### src/rtl/sine_nco_scheduler.sv
// Time-multiplexes one registered sine LUT across NUM_CH NCO channels.
// Each tick runs a fixed-length round: issue every channel's phase, then drain the LUT pipeline.
module sine_nco_scheduler #(
    parameter int NUM_CH = 4,
    parameter int CH_W   = (NUM_CH > 2) ? $clog2(NUM_CH) : 1
) (
    input  logic              clk_i,
    input  logic              reset_i,
    input  logic              tick_i,
    input  logic [NUM_CH-1:0] ch_enable_i,
    input  logic              sync_clr_i,
    input  logic              cfg_we_i,
    input  logic              cfg_sel_i,
    input  logic [CH_W-1:0]   cfg_ch_i,
    input  logic [31:0]       cfg_data_i,
    input  logic              ovr_clr_i,
    output logic [31:0]       phase_acc_o,
    input  logic [23:0]       sine_wave_i,
    output logic              out_valid_o,
    output logic [CH_W-1:0]   out_ch_o,
    output logic [23:0]       out_sample_o,
    output logic              busy_o,
    output logic              overrun_o
);
    typedef enum logic [1:0] {IDLE, ISSUE, DRAIN} state_t;

    localparam logic [CH_W-1:0] LAST_CH = CH_W'(NUM_CH - 1);

    state_t            state_q;
    logic [CH_W-1:0]   idx_q;
    logic              drain_q;
    logic [NUM_CH-1:0] mask_q;
    logic              busy_q;
    logic              overrun_q;

    logic [31:0]       phase_q;
    logic              tag1_en_q, tag2_en_q;
    logic [CH_W-1:0]   tag1_ch_q, tag2_ch_q;
    logic              out_valid_q;
    logic [CH_W-1:0]   out_ch_q;
    logic [23:0]       out_sample_q;

    logic              issue;
    logic [31:0]       phase_all [NUM_CH];

    assign issue = (state_q == ISSUE);

    // Per-channel tuning word, offset and accumulator.
    for (genvar gi = 0; gi < NUM_CH; gi++) begin : g_ch
        localparam logic [CH_W-1:0] CH = CH_W'(gi);
        logic [31:0] ftw_q, off_q, acc_q, acc_d;
        logic        cfg_hit;

        assign cfg_hit      = cfg_we_i && (cfg_ch_i == CH);
        assign phase_all[gi] = acc_q + off_q;

        always_comb begin
            acc_d = acc_q;
            if (sync_clr_i)
                acc_d = '0;
            else if (issue && (idx_q == CH) && mask_q[gi])
                acc_d = acc_q + ftw_q;
        end

        always_ff @(posedge clk_i or posedge reset_i) begin
            if (reset_i) begin
                ftw_q <= '0;
                off_q <= '0;
                acc_q <= '0;
            end else begin
                if (cfg_hit && !cfg_sel_i) ftw_q <= cfg_data_i;
                if (cfg_hit && cfg_sel_i)  off_q <= cfg_data_i;
                acc_q <= acc_d;
            end
        end
    end

    always_ff @(posedge clk_i or posedge reset_i) begin
        if (reset_i) begin
            state_q   <= IDLE;
            idx_q     <= '0;
            drain_q   <= 1'b0;
            mask_q    <= '0;
            busy_q    <= 1'b0;
            overrun_q <= 1'b0;
        end else begin
            case (state_q)
                IDLE: begin
                    if (tick_i) begin
                        state_q <= ISSUE;
                        idx_q   <= '0;
                        mask_q  <= ch_enable_i;
                        busy_q  <= 1'b1;
                    end
                end
                ISSUE: begin
                    idx_q <= idx_q + 1'b1;
                    if (idx_q == LAST_CH) begin
                        state_q <= DRAIN;
                        drain_q <= 1'b0;
                    end
                end
                DRAIN: begin
                    drain_q <= 1'b1;
                    if (drain_q) begin
                        state_q <= IDLE;
                        busy_q  <= 1'b0;
                    end
                end
                default: begin
                    state_q <= IDLE;
                    busy_q  <= 1'b0;
                end
            endcase
            // A late tick sets the flag even when a clear arrives on the same edge.
            if (tick_i && (state_q != IDLE))
                overrun_q <= 1'b1;
            else if (ovr_clr_i)
                overrun_q <= 1'b0;
        end
    end

    // Tag stage 2 lines up with the sample the LUT registered from our phase.
    always_ff @(posedge clk_i or posedge reset_i) begin
        if (reset_i) begin
            phase_q      <= '0;
            tag1_en_q    <= 1'b0;
            tag1_ch_q    <= '0;
            tag2_en_q    <= 1'b0;
            tag2_ch_q    <= '0;
            out_valid_q  <= 1'b0;
            out_ch_q     <= '0;
            out_sample_q <= '0;
        end else begin
            if (issue)
                phase_q <= phase_all[idx_q];
            tag1_en_q   <= issue && mask_q[idx_q];
            tag1_ch_q   <= idx_q;
            tag2_en_q   <= tag1_en_q;
            tag2_ch_q   <= tag1_ch_q;
            out_valid_q <= tag2_en_q;
            if (tag2_en_q) begin
                out_ch_q     <= tag2_ch_q;
                out_sample_q <= sine_wave_i;
            end
        end
    end

    assign phase_acc_o  = phase_q;
    assign out_valid_o  = out_valid_q;
    assign out_ch_o     = out_ch_q;
    assign out_sample_o = out_sample_q;
    assign busy_o       = busy_q;
    assign overrun_o    = overrun_q;
endmodule

### config.mk
export PLATFORM = sky130hd
export DESIGN_NAME = sine_nco_scheduler
export DESIGN_NICKNAME = d
export VERILOG_FILES = /design/src/rtl/sine_nco_scheduler.sv
export SDC_FILE = /design/constraint.sdc
export NUM_CORES = 2
export LEC_CHECK = 0
export CAP_MARGIN = 20
export CORE_MARGIN = 8
export CORE_UTILIZATION = 40
export DETAILED_ROUTE_END_ITERATION = 10
export SETUP_SLACK_MARGIN = 0.2
export SKIP_LAST_GASP = 1
export SYNTH_ARGS = -nofsm -noshare
export SYNTH_HDL_FRONTEND = slang
export SYNTH_SLANG_ARGS = --single-unit
### constraint.sdc
create_clock -name clk_i -period 48 [get_ports clk_i]
set_clock_uncertainty 0.1 [all_clocks]
set_input_delay 9.6 -clock clk_i [delete_from_list [all_inputs] [get_ports clk_i]]
set_output_delay 9.6 -clock clk_i [all_outputs]
set_load 0.01 [all_outputs]
==> impl_metrics.json <==
{
  "synth_cell_types": 76,
  "crit_cells": 7,
  "setup_tns_ps": 0,
  "clk_latency_ps": 620,
  "final_util_pct": 46.4,
  "drive_gt1_share_pct": 15.0,
  "nNetsFinal": 3375,
  "yosysWarnings": 0,
  "wl_met1_um": 39800,
  "layout_setup_ws_ps": 36130,
  "path_buf_inv": 2,
  "wl_per_cell_um": 21.0,
  "tritoncts": "yes",
  "synthCells": 2914,
  "fill_cells": 6708,
  "drtIter0Drc": 1487,
  "startpoint_type": "primary input",
  "cts_hold_buffers": 0,
  "ys_seq_area_share_pct": 39.1,
  "cts_buffer_depth": 3,
  "seqCellArea_um2": 11500,
  "areaGrowthSynthToFinish_pct": 15.0,
  "rows": 99,
  "cts-root-buf": "clkbuf_16",
  "route.vias.total": 23334,
  "fmax_ghz": 0.0843,
  "final_cell_area_um2": 33800,
  "final_hold_viol_count": 0,
  "dp_cells": 3947,
  "highest_layer": "met4",
  "floorplan.io_pins": 130,
  "cts_resized": 0,
  "synth_enable_flop_cells": 0,
  "power_density_nw_per_um2": 50.3,
  "diodes": 0,
  "rr_startpoint": "g_ch[1].acc_q[0]",
  "drc": 0,
  "worstPathRequired_ps": 48450,
  "fin_crit_ps": 11870,
  "overflow": 0,
  "coreArea_um2": 73000,
  "wl_met3_um": 4330,
  "worstPathMaxFanout": 26,
  "crit_slowest_cell": "nand3_1",
  "tightest_slew_ps": 995,
  "max_stage_delay_ps": 730,
  "clock-sinks": 460,
  "final_cell_mix": "dfrtp_1, mux2_2, nand2_1",
  "grt_max_degree": 168,
  "crit_end": "g_ch[2].acc_q[24]",
  "min_path_cells": 0,
  "dpl.hpwl_um": 65200,
  "chipWidth_um": 287,
  "leakage_nw": 15.5,
  "cp_common_cell": "nand3_1",
  "dr_wl_met2_um": 38700,
  "die_height_um": 287,
  "status": "finished clean",
  "io_buffer_count": 129,
  "dpl_worst_slack_ps": 35160,
  "placed_area_um2": 31900,
  "async_reset_ff_share_pct": 100,
  "synth_ff_type": "dfrtp_1",
  "rsz0062_at_grt": "false",
  "ant_nets": 0,
  "worst-r2r-setup-slack_ps": 43630,
  "grt_util_all_layers_pct": 20.2,
  "grt_pass1_wl_um": 133000,
  "grt_pass1_vias": 23591,
  "syn_area_per_cell_um2": 10.1,
  "relSlewSlack_pct": 33.7,
  "multi_input_area_um2": 17400,
  "clk_pin_slew_worst_paths_ps": 60,
  "ir_worst_vdd_v": 0.0000368,
  "cts_setup_buffers": 0,
  "maxSlewViolCount": 0,
  "arrival_ps": 12320,
  "dr.pass1.iters": 5,
  "ys_ff_latch": 460,
  "path_class": "in -> reg",
  "gp_congestion": 0.928,
  "syn-cell-area_um2": 29400,
  "start_util_pct": 40.3,
  "cts_buffers": 55,
  "vias_per_cell": 5.76,
  "crit_family": "simple AND/OR/NAND/NOR gates",
  "hp-class": "reg -> reg",
  "startpoint": "sync_clr_i",
  "hold_ws_ps": 258,
  "cap_viol_max_count": 0,
  "antenna_found_initial": 3,
  "period_share_pct": 24.7,
  "syn_nets": 3243,
  "cp_cell_sequence": "clkdlybuf4s50_1 > buf_4 > nor2_1 > nand3_1 > or3_1 > mux2_2 > nand3_1",
  "setup_violations": 0,
  "htreeDepth": 2,
  "setup.worst_path.end_class": "register",
  "r2r_end": "phase_acc_o[30]",
  "wirelength_um": 85200,
  "total_power_mw": 1.70,
  "worstRegToRegCells": 12,
  "design.die.area_um2": 82500,
  "final_cells": 4049,
  "mostFrequentLayoutCell": "dfrtp_1"
}
-- cells by family after synthesis --
kind of cell	synth area share, %
DFF	39.1
buffers and inverters	1.89
AOI/OAI and AO/OA	18.7
xor gates and xnor gates	5.92
muxes	12.5
and+or+nand+nor	10.7
adders and majority gates	11.3
-- Yosys cell counts (all sizes together), types with 6 or more instances --
cell type / instances / area share, %
a2111oi: 10 / 0.30
a211o: 6 / 0.18
a211oi: 43 / 1.1
a21boi: 10 / 0.26
a21o: 116 / 3.0
a21oi: 209 / 3.6
a221oi: 6 / 0.18
a22o: 18 / 0.54
a31o: 7 / 0.21
a31oi: 28 / 0.65
a32o: 6 / 0.20
a41oi: 11 / 0.33
and2: 13 / 0.28
and3: 24 / 0.51
clkbuf: 81 / 1.0
dfrtp: 460 / 39
fa: 8 / 0.54
ha: 252 / 11
inv: 64 / 0.82
mux2: 287 / 11
mux4: 19 / 1.5
nand2: 279 / 3.6
nand2b: 26 / 0.55
nand3: 41 / 0.70
nand3b: 7 / 0.18
nand4: 25 / 0.53
nor2: 143 / 1.8
nor2b: 26 / 0.55
nor3: 42 / 0.71
nor4: 7 / 0.15
o211ai: 25 / 0.64
o21a: 24 / 0.61
o21ai: 242 / 4.1
o21bai: 29 / 0.74
o31ai: 17 / 0.43
or3: 21 / 0.45
xnor2: 96 / 2.9
xor2: 103 / 3.1
-- routing by layer --
layer	vias to the layer above	global-route usage [%]
met1	11552	27.9
met2	573	33.0
met4	0	5.57
li1	11067	-
met5	-	0
met3	142	2.91
-- area by class of cell --
cell class / instances / area share (%)
clock buffer: 70 / 4.53
sequential: 460 / 34.0
timing repair buffer: 159 / 4.60
inverter: 64 / 0.732
multi-input combinational: 2306 / 51.4
clock inverter: 31 / 1.13
tap: 959 / 3.55
-- how the worst min path moves through the flow --
stage	endpoint	start	slack [ps]
final	tag2_ch_q[0]	tag1_ch_q[0]	260
after global placement	tag2_ch_q[0]	tag1_ch_q[0]	240
after CTS	tag2_ch_q[0]	tag1_ch_q[0]	260
after detailed placement	tag2_ch_q[0]	tag1_ch_q[0]	240
after floorplan	tag2_ch_q[0]	tag1_ch_q[0]	230
after global routing	tag2_ch_q[0]	tag1_ch_q[0]	260
-- worst register-to-register path, cell delays in order (launching register included) --
cell and delay, ps:
dfrtp_1 410, ha_1 240, fa_1 420, a21o_1 220, a2111oi_1 550, a21oi_1 250
o21ai_0 630, o311ai_0 370, o221a_2 370, a31oi_1 210, xor2_1 240, a211o_1 160
o211ai_1 80
-- state kept, by name, summed over array words and instances (netlist names), 2 cells and up --
signal and count:
out_ch_o 2, tag2_ch_q 2, state_q 2, mask_q 4
g_ch.ftw_q 128, g_ch.off_q 128, phase_acc_o 32, g_ch.acc_q 128
tag1_ch_q 2, out_sample_o 24, idx_q 2
-- where the power goes --
part	internal, mW	switching (mW)	leakage (nW)
combinational	0.309	0.394	8.73
sequential	0.483	0.0737	5.77
clock	0.268	0.174	0.955
total	1.06	0.641	15.5
Power figures use the tool's default switching activity.
